## src/rtl/gen_imm_pkg.sv

```systemverilog
`default_nettype none
// ============================================================================
// Module      : gen_imm_pkg
// Description : Shared RV64 opcode constants and immediate-format enum
// Revision    : 1.0
// ============================================================================
package gen_imm_pkg;

    localparam logic [6:0] OPC_LOAD     = 7'b0000011;
    localparam logic [6:0] OPC_OP_IMM   = 7'b0010011;
    localparam logic [6:0] OPC_OP_IMM32 = 7'b0011011;
    localparam logic [6:0] OPC_JALR     = 7'b1100111;
    localparam logic [6:0] OPC_STORE    = 7'b0100011;
    localparam logic [6:0] OPC_BRANCH   = 7'b1100011;
    localparam logic [6:0] OPC_LUI      = 7'b0110111;
    localparam logic [6:0] OPC_AUIPC    = 7'b0010111;
    localparam logic [6:0] OPC_JAL      = 7'b1101111;
    localparam logic [6:0] OPC_OP       = 7'b0110011;

    typedef enum logic [2:0] {
        FMT_I    = 3'd0,
        FMT_S    = 3'd1,
        FMT_B    = 3'd2,
        FMT_U    = 3'd3,
        FMT_J    = 3'd4,
        FMT_NONE = 3'd5
    } imm_fmt_e;

endpackage
`default_nettype wire

```

## src/rtl/imm_fmt_decode.sv

```systemverilog
`default_nettype none
// ============================================================================
// Module      : imm_fmt_decode
// Description : Opcode to immediate-format map; illegal flag only when
//               GENIMM_ILLEGAL_FLAG_EN is defined
// Revision    : 1.0
// ============================================================================
module imm_fmt_decode
    import gen_imm_pkg::*;
(
    input  logic [6:0] opcode_i,
    output imm_fmt_e   fmt_o
`ifdef GENIMM_ILLEGAL_FLAG_EN
    ,
    output logic       illegal_o
`endif
);

    logic illegal_d;

    always_comb begin
        fmt_o     = FMT_NONE;
        illegal_d = 1'b0;
        case (opcode_i)
            OPC_LOAD, OPC_OP_IMM, OPC_OP_IMM32, OPC_JALR: fmt_o = FMT_I;
            OPC_STORE:                                    fmt_o = FMT_S;
            OPC_BRANCH:                                   fmt_o = FMT_B;
            OPC_LUI, OPC_AUIPC:                           fmt_o = FMT_U;
            OPC_JAL:                                      fmt_o = FMT_J;
            // R-type carries no immediate but is a legal instruction
            OPC_OP:                                       fmt_o = FMT_NONE;
            default:                                      illegal_d = 1'b1;
        endcase
    end

`ifdef GENIMM_ILLEGAL_FLAG_EN
    assign illegal_o = illegal_d;
`else
    logic unused_illegal;
    assign unused_illegal = illegal_d;
`endif

endmodule
`default_nettype wire

```

## src/rtl/generador_imm.sv

```systemverilog
`default_nettype none
// ============================================================================
// Module      : generador_imm
// Description : RV64 decode-stage immediate generator, one-cycle registered;
//               GENIMM_ILLEGAL_FLAG_EN adds a registered illegal output
// Revision    : 1.0
// ============================================================================
module generador_imm
    import gen_imm_pkg::*;
#(
    parameter int XLEN = 64,
    parameter int ILEN = 32
) (
    input  logic            clk,
    input  logic            rst,
    input  logic            in_valid,
    input  logic [ILEN-1:0] Offset,
    output logic            out_valid,
    output logic [XLEN-1:0] Inmediato
`ifdef GENIMM_ILLEGAL_FLAG_EN
    ,
    output logic            illegal
`endif
);

    imm_fmt_e        imm_fmt;
    logic [XLEN-1:0] imm_d;
    logic [XLEN-1:0] imm_q;
    logic            valid_q;
    logic            sgn;

    assign sgn = Offset[ILEN-1];

`ifdef GENIMM_ILLEGAL_FLAG_EN
    logic illegal_dec;
    logic illegal_q;

    imm_fmt_decode u_dec (
        .opcode_i  (Offset[6:0]),
        .fmt_o     (imm_fmt),
        .illegal_o (illegal_dec)
    );

    always_ff @(posedge clk) begin
        if (rst) illegal_q <= 1'b0;
        else     illegal_q <= in_valid & illegal_dec;
    end

    assign illegal = illegal_q;
`else
    imm_fmt_decode u_dec (
        .opcode_i (Offset[6:0]),
        .fmt_o    (imm_fmt)
    );
`endif

    always_comb begin
        imm_d = '0;
        case (imm_fmt)
            FMT_I: imm_d = {{(XLEN-12){sgn}}, Offset[31:20]};
            FMT_S: imm_d = {{(XLEN-12){sgn}}, Offset[31:25], Offset[11:7]};
            FMT_B: imm_d = {{(XLEN-13){sgn}}, Offset[31], Offset[7],
                            Offset[30:25], Offset[11:8], 1'b0};
            FMT_U: imm_d = {{(XLEN-32){sgn}}, Offset[31:12], 12'b0};
            FMT_J: imm_d = {{(XLEN-21){sgn}}, Offset[31], Offset[19:12],
                            Offset[20], Offset[30:21], 1'b0};
            default: imm_d = '0;
        endcase
    end

    // Immediate is held while idle so execute can reuse it without a restall
    always_ff @(posedge clk) begin
        if (rst) begin
            imm_q   <= '0;
            valid_q <= 1'b0;
        end else begin
            valid_q <= in_valid;
            if (in_valid) imm_q <= imm_d;
        end
    end

    assign Inmediato = imm_q;
    assign out_valid = valid_q;

endmodule
`default_nettype wire

```

## config.mk

```make
export PLATFORM = sky130hd
export DESIGN_NAME = generador_imm
export DESIGN_NICKNAME = d
export VERILOG_FILES = /design/src/rtl/gen_imm_pkg.sv /design/src/rtl/imm_fmt_decode.sv /design/src/rtl/generador_imm.sv
export SDC_FILE = /design/constraint.sdc
export NUM_CORES = 1
export LEC_CHECK = 0
export ABC_AREA = 1
export CAP_MARGIN = 5
export CORE_ASPECT_RATIO = 2
export CORE_MARGIN = 2
export CORE_UTILIZATION = 40
export CTS_BUF_LIST = sky130_fd_sc_hd__clkbuf_2 sky130_fd_sc_hd__clkbuf_4 sky130_fd_sc_hd__clkbuf_8
export CTS_CLUSTER_DIAMETER = 150
export CTS_CLUSTER_SIZE = 16
export DETAILED_ROUTE_END_ITERATION = 7
export HOLD_SLACK_MARGIN = 0.06
export PLACE_DENSITY = 0.79
export SKIP_CTS_REPAIR_TIMING = 1
export SKIP_LAST_GASP = 1
export SLEW_MARGIN = 20
export SYNTH_ARGS = -nofsm -noshare
export SYNTH_HDL_FRONTEND = slang
export SYNTH_SLANG_ARGS = --single-unit
```

## constraint.sdc

```tcl
create_clock -name clk -period 1.25 [get_ports clk]
set_input_delay 0.125 -clock clk [delete_from_list [all_inputs] [get_ports clk]]
set_output_delay 0.125 -clock clk [all_outputs]
set_load 0.005 [all_outputs]
```

* After elaboration in Yosys (flattened, before gate mapping)
Index checks and enable logic that the tools add are counted.
** Operators by class
- Add/subtract/negate cells :: 0
- $mul :: 0
- Divide/modulo/power cells :: 0
- Order comparisons :: 0
- Equal/unequal tests :: 13
- Shift-type cells :: 0
- Mux-type cells :: 2
- Bitwise operators :: 0
- Reductions and logical operators :: 3
** Operator list (count)
- case mux 64 bit (5 select lines) :: 1
- == test 7 x 5 -> 1 bit (second input constant) :: 3
- == test 7 bit (second input constant) :: 3
- case mux 3 bit (5 select lines) :: 1
- == test 7 x 6 -> 1 bit (second input constant) :: 2
- == test 7 x 2 -> 1 bit (second input constant) :: 1
- == test 3 x 2 -> 1 bit (second input constant) :: 2
- OR reduction 4 bit :: 1
- == test 3 x 1 -> 1 bit (second input constant) :: 1
- == test 3 bit (second input constant) :: 1
- logical NOT 3 bit :: 1
- OR reduction 2 bit :: 1
** Storage, ports and cells
- Bits in registers :: 65
- Latch bits :: 0
- RAM bits :: 0
- Memory bits (read-only) :: 0
- Bits of input ports :: 35
- Output and inout port bits :: 65
- Logic and storage cells :: 20
- Memories :: 0

* Longest topological paths before layout
- Depth after elaboration :: 5
- Mapped depth :: 10
- Gate-level depth less buffers :: 9

* Hierarchy
A second synthesis with hierarchy kept.
** Unflattened totals
- Cells, all modules :: 314
- Area total of the unflattened synthesis :: 2038.2 um^2
** Modules (own cells, without submodules)
- generador_imm :: instances 1, cells an instance 281, area an instance 1889.3 um^2, seq. area each 660.6 um^2
- imm_fmt_decode :: instances 1, cells an instance 33, area an instance 148.9 um^2, seq. area each 0.0 um^2

* Least setup slack after synthesis
OpenSTA, ideal clock, no wires.
- Path kind :: register -> output
- From :: register Inmediato[62] (netlist name)
- To :: output port Inmediato[32]
- Arrival time :: 1.063 ns
- Data required time :: 1.125 ns
- Setup slack :: 0.062 ns
- Stages on the path, launching flop included :: 2
- Path buffers :: 1
- Cell sequence :: dfxtp_1 buf_4
** RTL lines
- end, declared :: RTL line generador_imm.sv:19 : output logic [XLEN-1:0] Inmediato

* Worst setup path in the final report
- From :: register imm_q[25] (netlist: Inmediato[25])
- To :: output port Inmediato[25]
** RTL lines
- start, declared :: RTL line generador_imm.sv:28 : logic [XLEN-1:0] imm_q;
- start signal, assigned :: RTL line generador_imm.sv:78 : if (in_valid) imm_q <= imm_d;
No word-level cell between the ends.

==> metrics.md <==
| Metric | Value |
|---|---|
| Share of the synthesized area in the top cell type | 28.3% |
| Final Hold Viols | 0 |
| Pre-Repair DR Iteration Count | 4 |
| R2R depth | 3 |
| Synth Instances | 348 |
| Compound-Gate Fraction of Synth Area | 8.70% |
| Reg2reg end | Inmediato[62] |
| CP endpoint kind | primary output |
| Die Y | 112 um |
| Largest net degree at the start of global routing | 34 |
| Clk slew on worst S/H paths | 0.07 ns |
| Fillers | 447 |
| Endpoint required time on the critical path | 1.12 ns |
| Synthesized cell area | 2330 um^2 |
| Critical Path Fanout Max | 2 |
| Core area | 5660 um^2 |
| Max Clk Rate | 0.807 GHz |
| Final cycle utilization of the critical path | 99.1% |
| # port buffers | 99 |
| Number of synthesis warnings | 0 |
| Die Span X | 58.0 um |
| Worst slew pin tran | 0.290 ns |
| Fin cells | 498 |
| Setup crit start kind | flip-flop |
| Overall power | 2.42 mW |
| WP data arrival | 1.11 ns |
| Register Area | 678 um^2 |
| Max_cap viols | 0 |
| CTS H-tree depth | 2 |
| Normalized max-slew margin | 80.5% |
| Max IR drop VDD | 0.000795 V |
| Syn_nets | 383 |
| Leakage | 2.92 nW |
| Top delay family on crit path | buffers and inverters |
| Clock root buffer | clkbuf_8 |
| Drt drc | 0 |
| Critical R2R Launch | Inmediato[62] |
| Layout cell share with drive strength beyond 1 | 25.2% |
| CTS tree | yes |
| Hold Path Stages | 2 |
| Status | finished clean |
| Min Hold Slack | 0.464 ns |
| Number of flops mapped to enable cells by yosys | 0 |
| Clock sinks | 33 |
| PD cells | 630 nW/um^2 |
| Setup TNS | 0 ns |
| Synth async-reset ratio | 0% |
| Final wirelength | 7140 um |
| DP HPWL | 5040 um |
| Count leader, synth | nand2_1 |
| Setup Viol. Count Final | 0 |
| Number of synthesized register bits | 33 |
| Vias per cell | 4.99 |
| Distinct cells, synth | 21 |
| Simple-Gate Fraction of Synth Area | 44.0% |
| Layout Skew | 0 ns |
| Wire length of the first global-routing pass | 10500 um |
| CTS Buf Count | 5 |
| GP Congestion | 0.886 |
| Critical path class | flip-flop to primary output |
| Worst Hold Class | flip-flop to flip-flop |
| Vias | 2484 |
| HP Start | Inmediato[5] |
| Final nets | 471 |
| Crit path time final | 1.24 ns |
| Worst path bufs/invs | 1 |
| Critical Path Slowest Stage Cell | clkdlybuf4s50_1 |
| Synthesized area per cell | 6.70 um^2 |
| Slack of the worst reg-to-reg path | 0.52 ns |
| Vias in the first global route | 2284 |
| Top cells by count, synth | nand2_1, nand3_1, buf_4, dfxtp_1, a21oi_1 |
| Multiplexer share of the synthesized area | 0% |
| Slew Viols, Final | 0 |
| Hold path endpoint | Inmediato[5] |
| Initial antenna violation count | 0 |
| CP cell instances | clkdlybuf4s50_1 |
| Multi-input gate area | 1310 um^2 |
| Clock Latency Late Sink | 0.29 ns |
| WL/cell | 14.3 um |
| Post-synthesis adder-cell area fraction | 0% |
| Initial Util | 41.2% |
| Routed Antenna Nets | 0 |
| Synth Area in XOR/XNOR | 0% |
| Sequential share of the synthesized area | 28.3% |
| Area grow syn2layout | 64.7% |
| Largest area contributor in the netlist | dfxtp_1 |
| Number of core rows | 39 |
| Slowest Stage Delay on Critical Path | 0.50 ns |
| Top post-synthesis cells by area | dfxtp_1, nand2_1, buf_4, nand3_2, nand3_1 |
| Main synth FF type | dfxtp_1 |
| Placed Cells | 481 |
| All-layer global routing usage | 20.2% |
| Top-Level Pins | 100 |
| Largest family of logic cells by synthesized area | simple AND/OR/NAND/NOR gates |
| Remaining global-route overflow | 0 |
| Antenna Diode Count | 0 |
| Die area | 6490 um^2 |
| Final core occ | 67.8% |
| Initial detailed-routing violation count | 58 |
| Clk buf depth | 2 |
==> cell usage in the layout, fill, tap and decap left out <==
master,count
nor3_1,1
buf_6,1
nand2_8,1
dlymetal6s2s_1,70
nand2_4,9
inv_2,3
clkbuf_8,7
nor2_2,1
nor2_8,1
nand3_2,20
a21oi_1,19
dfxtp_1,21
dfxtp_4,1
clkbuf_16,3
buf_12,9
inv_1,21
clkinv_2,1
nor2_4,4
buf_4,20
nand3_1,37
nand2_2,4
dfxtp_2,11
nor2_1,14
clkdlybuf4s50_1,29
nand2_1,115
a21oi_2,14
==> power by group <==
group,internal [mW],switching [mW]
sequential,1.06,0.00665
clock,0.498,0.406
combinational,0.228,0.219
total,1.79,0.631
==> through the flow <==
stage          setup WS [ns]  area (um^2)
2_1_floorplan         0.0622         2330
3_3_place_gp          -0.430         3350
3_5_place_dp          -0.488         3350
4_1_cts               -0.254         3450
5_1_grt             -0.00346         3840
6_report              0.0115         3840
==> state kept, by name (all words and copies together) (netlist names) <==
| signal | count |
|---|---|
| Inmediato | 32 |
| out_valid | 1 |
==> worst max path at each step <==
| stage | slack [ns] | cells after the start | to | from |
|---|---|---|---|---|
| 2_1_floorplan | 0.06 | 1 | Inmediato[32] | Inmediato[62] |
| 3_3_place_gp | -0.43 | 10 | Inmediato[62] | Offset[1] |
| 3_5_place_dp | -0.49 | 10 | Inmediato[62] | Offset[1] |
| 4_1_cts | -0.25 | 2 | Inmediato[55] | Inmediato[62] |
| 5_1_grt | -0.003 | 1 | Inmediato[24] | Inmediato[24] |
| 6_report | 0.01 | 1 | Inmediato[25] | Inmediato[25] |
==> per-layer routing <==
layer | part of all wire, % | global-route usage, % | wire length (um)
met1 | 33 | 19.9 | 2380
met2 | 59 | 40.0 | 4210
met3 | 5.1 | 1.63 | 363
met4 | 2.6 | 8.68 | 187
met5 | 0 | 0 | 0
==> kinds of logic (layout without fill, tap and decap cells) <==
kind of cell | after synthesis | in the layout
AND/OR/NAND/NOR | 206 | 207
buffers and inverters | 76 | 164
AO/OA/AOI/OAI | 33 | 33
flip-flops | 33 | 33
==> layout make-up <==
cell class	count	share of cell area, %
inverter	24	2.35
multi-input combinational	240	34.1
clock inverter	1	0.130
clock buffer	7	2.51
tap	61	1.99
timing repair buffer	132	41.2
sequential	33	17.7
(Power assumes the default switching activity.)
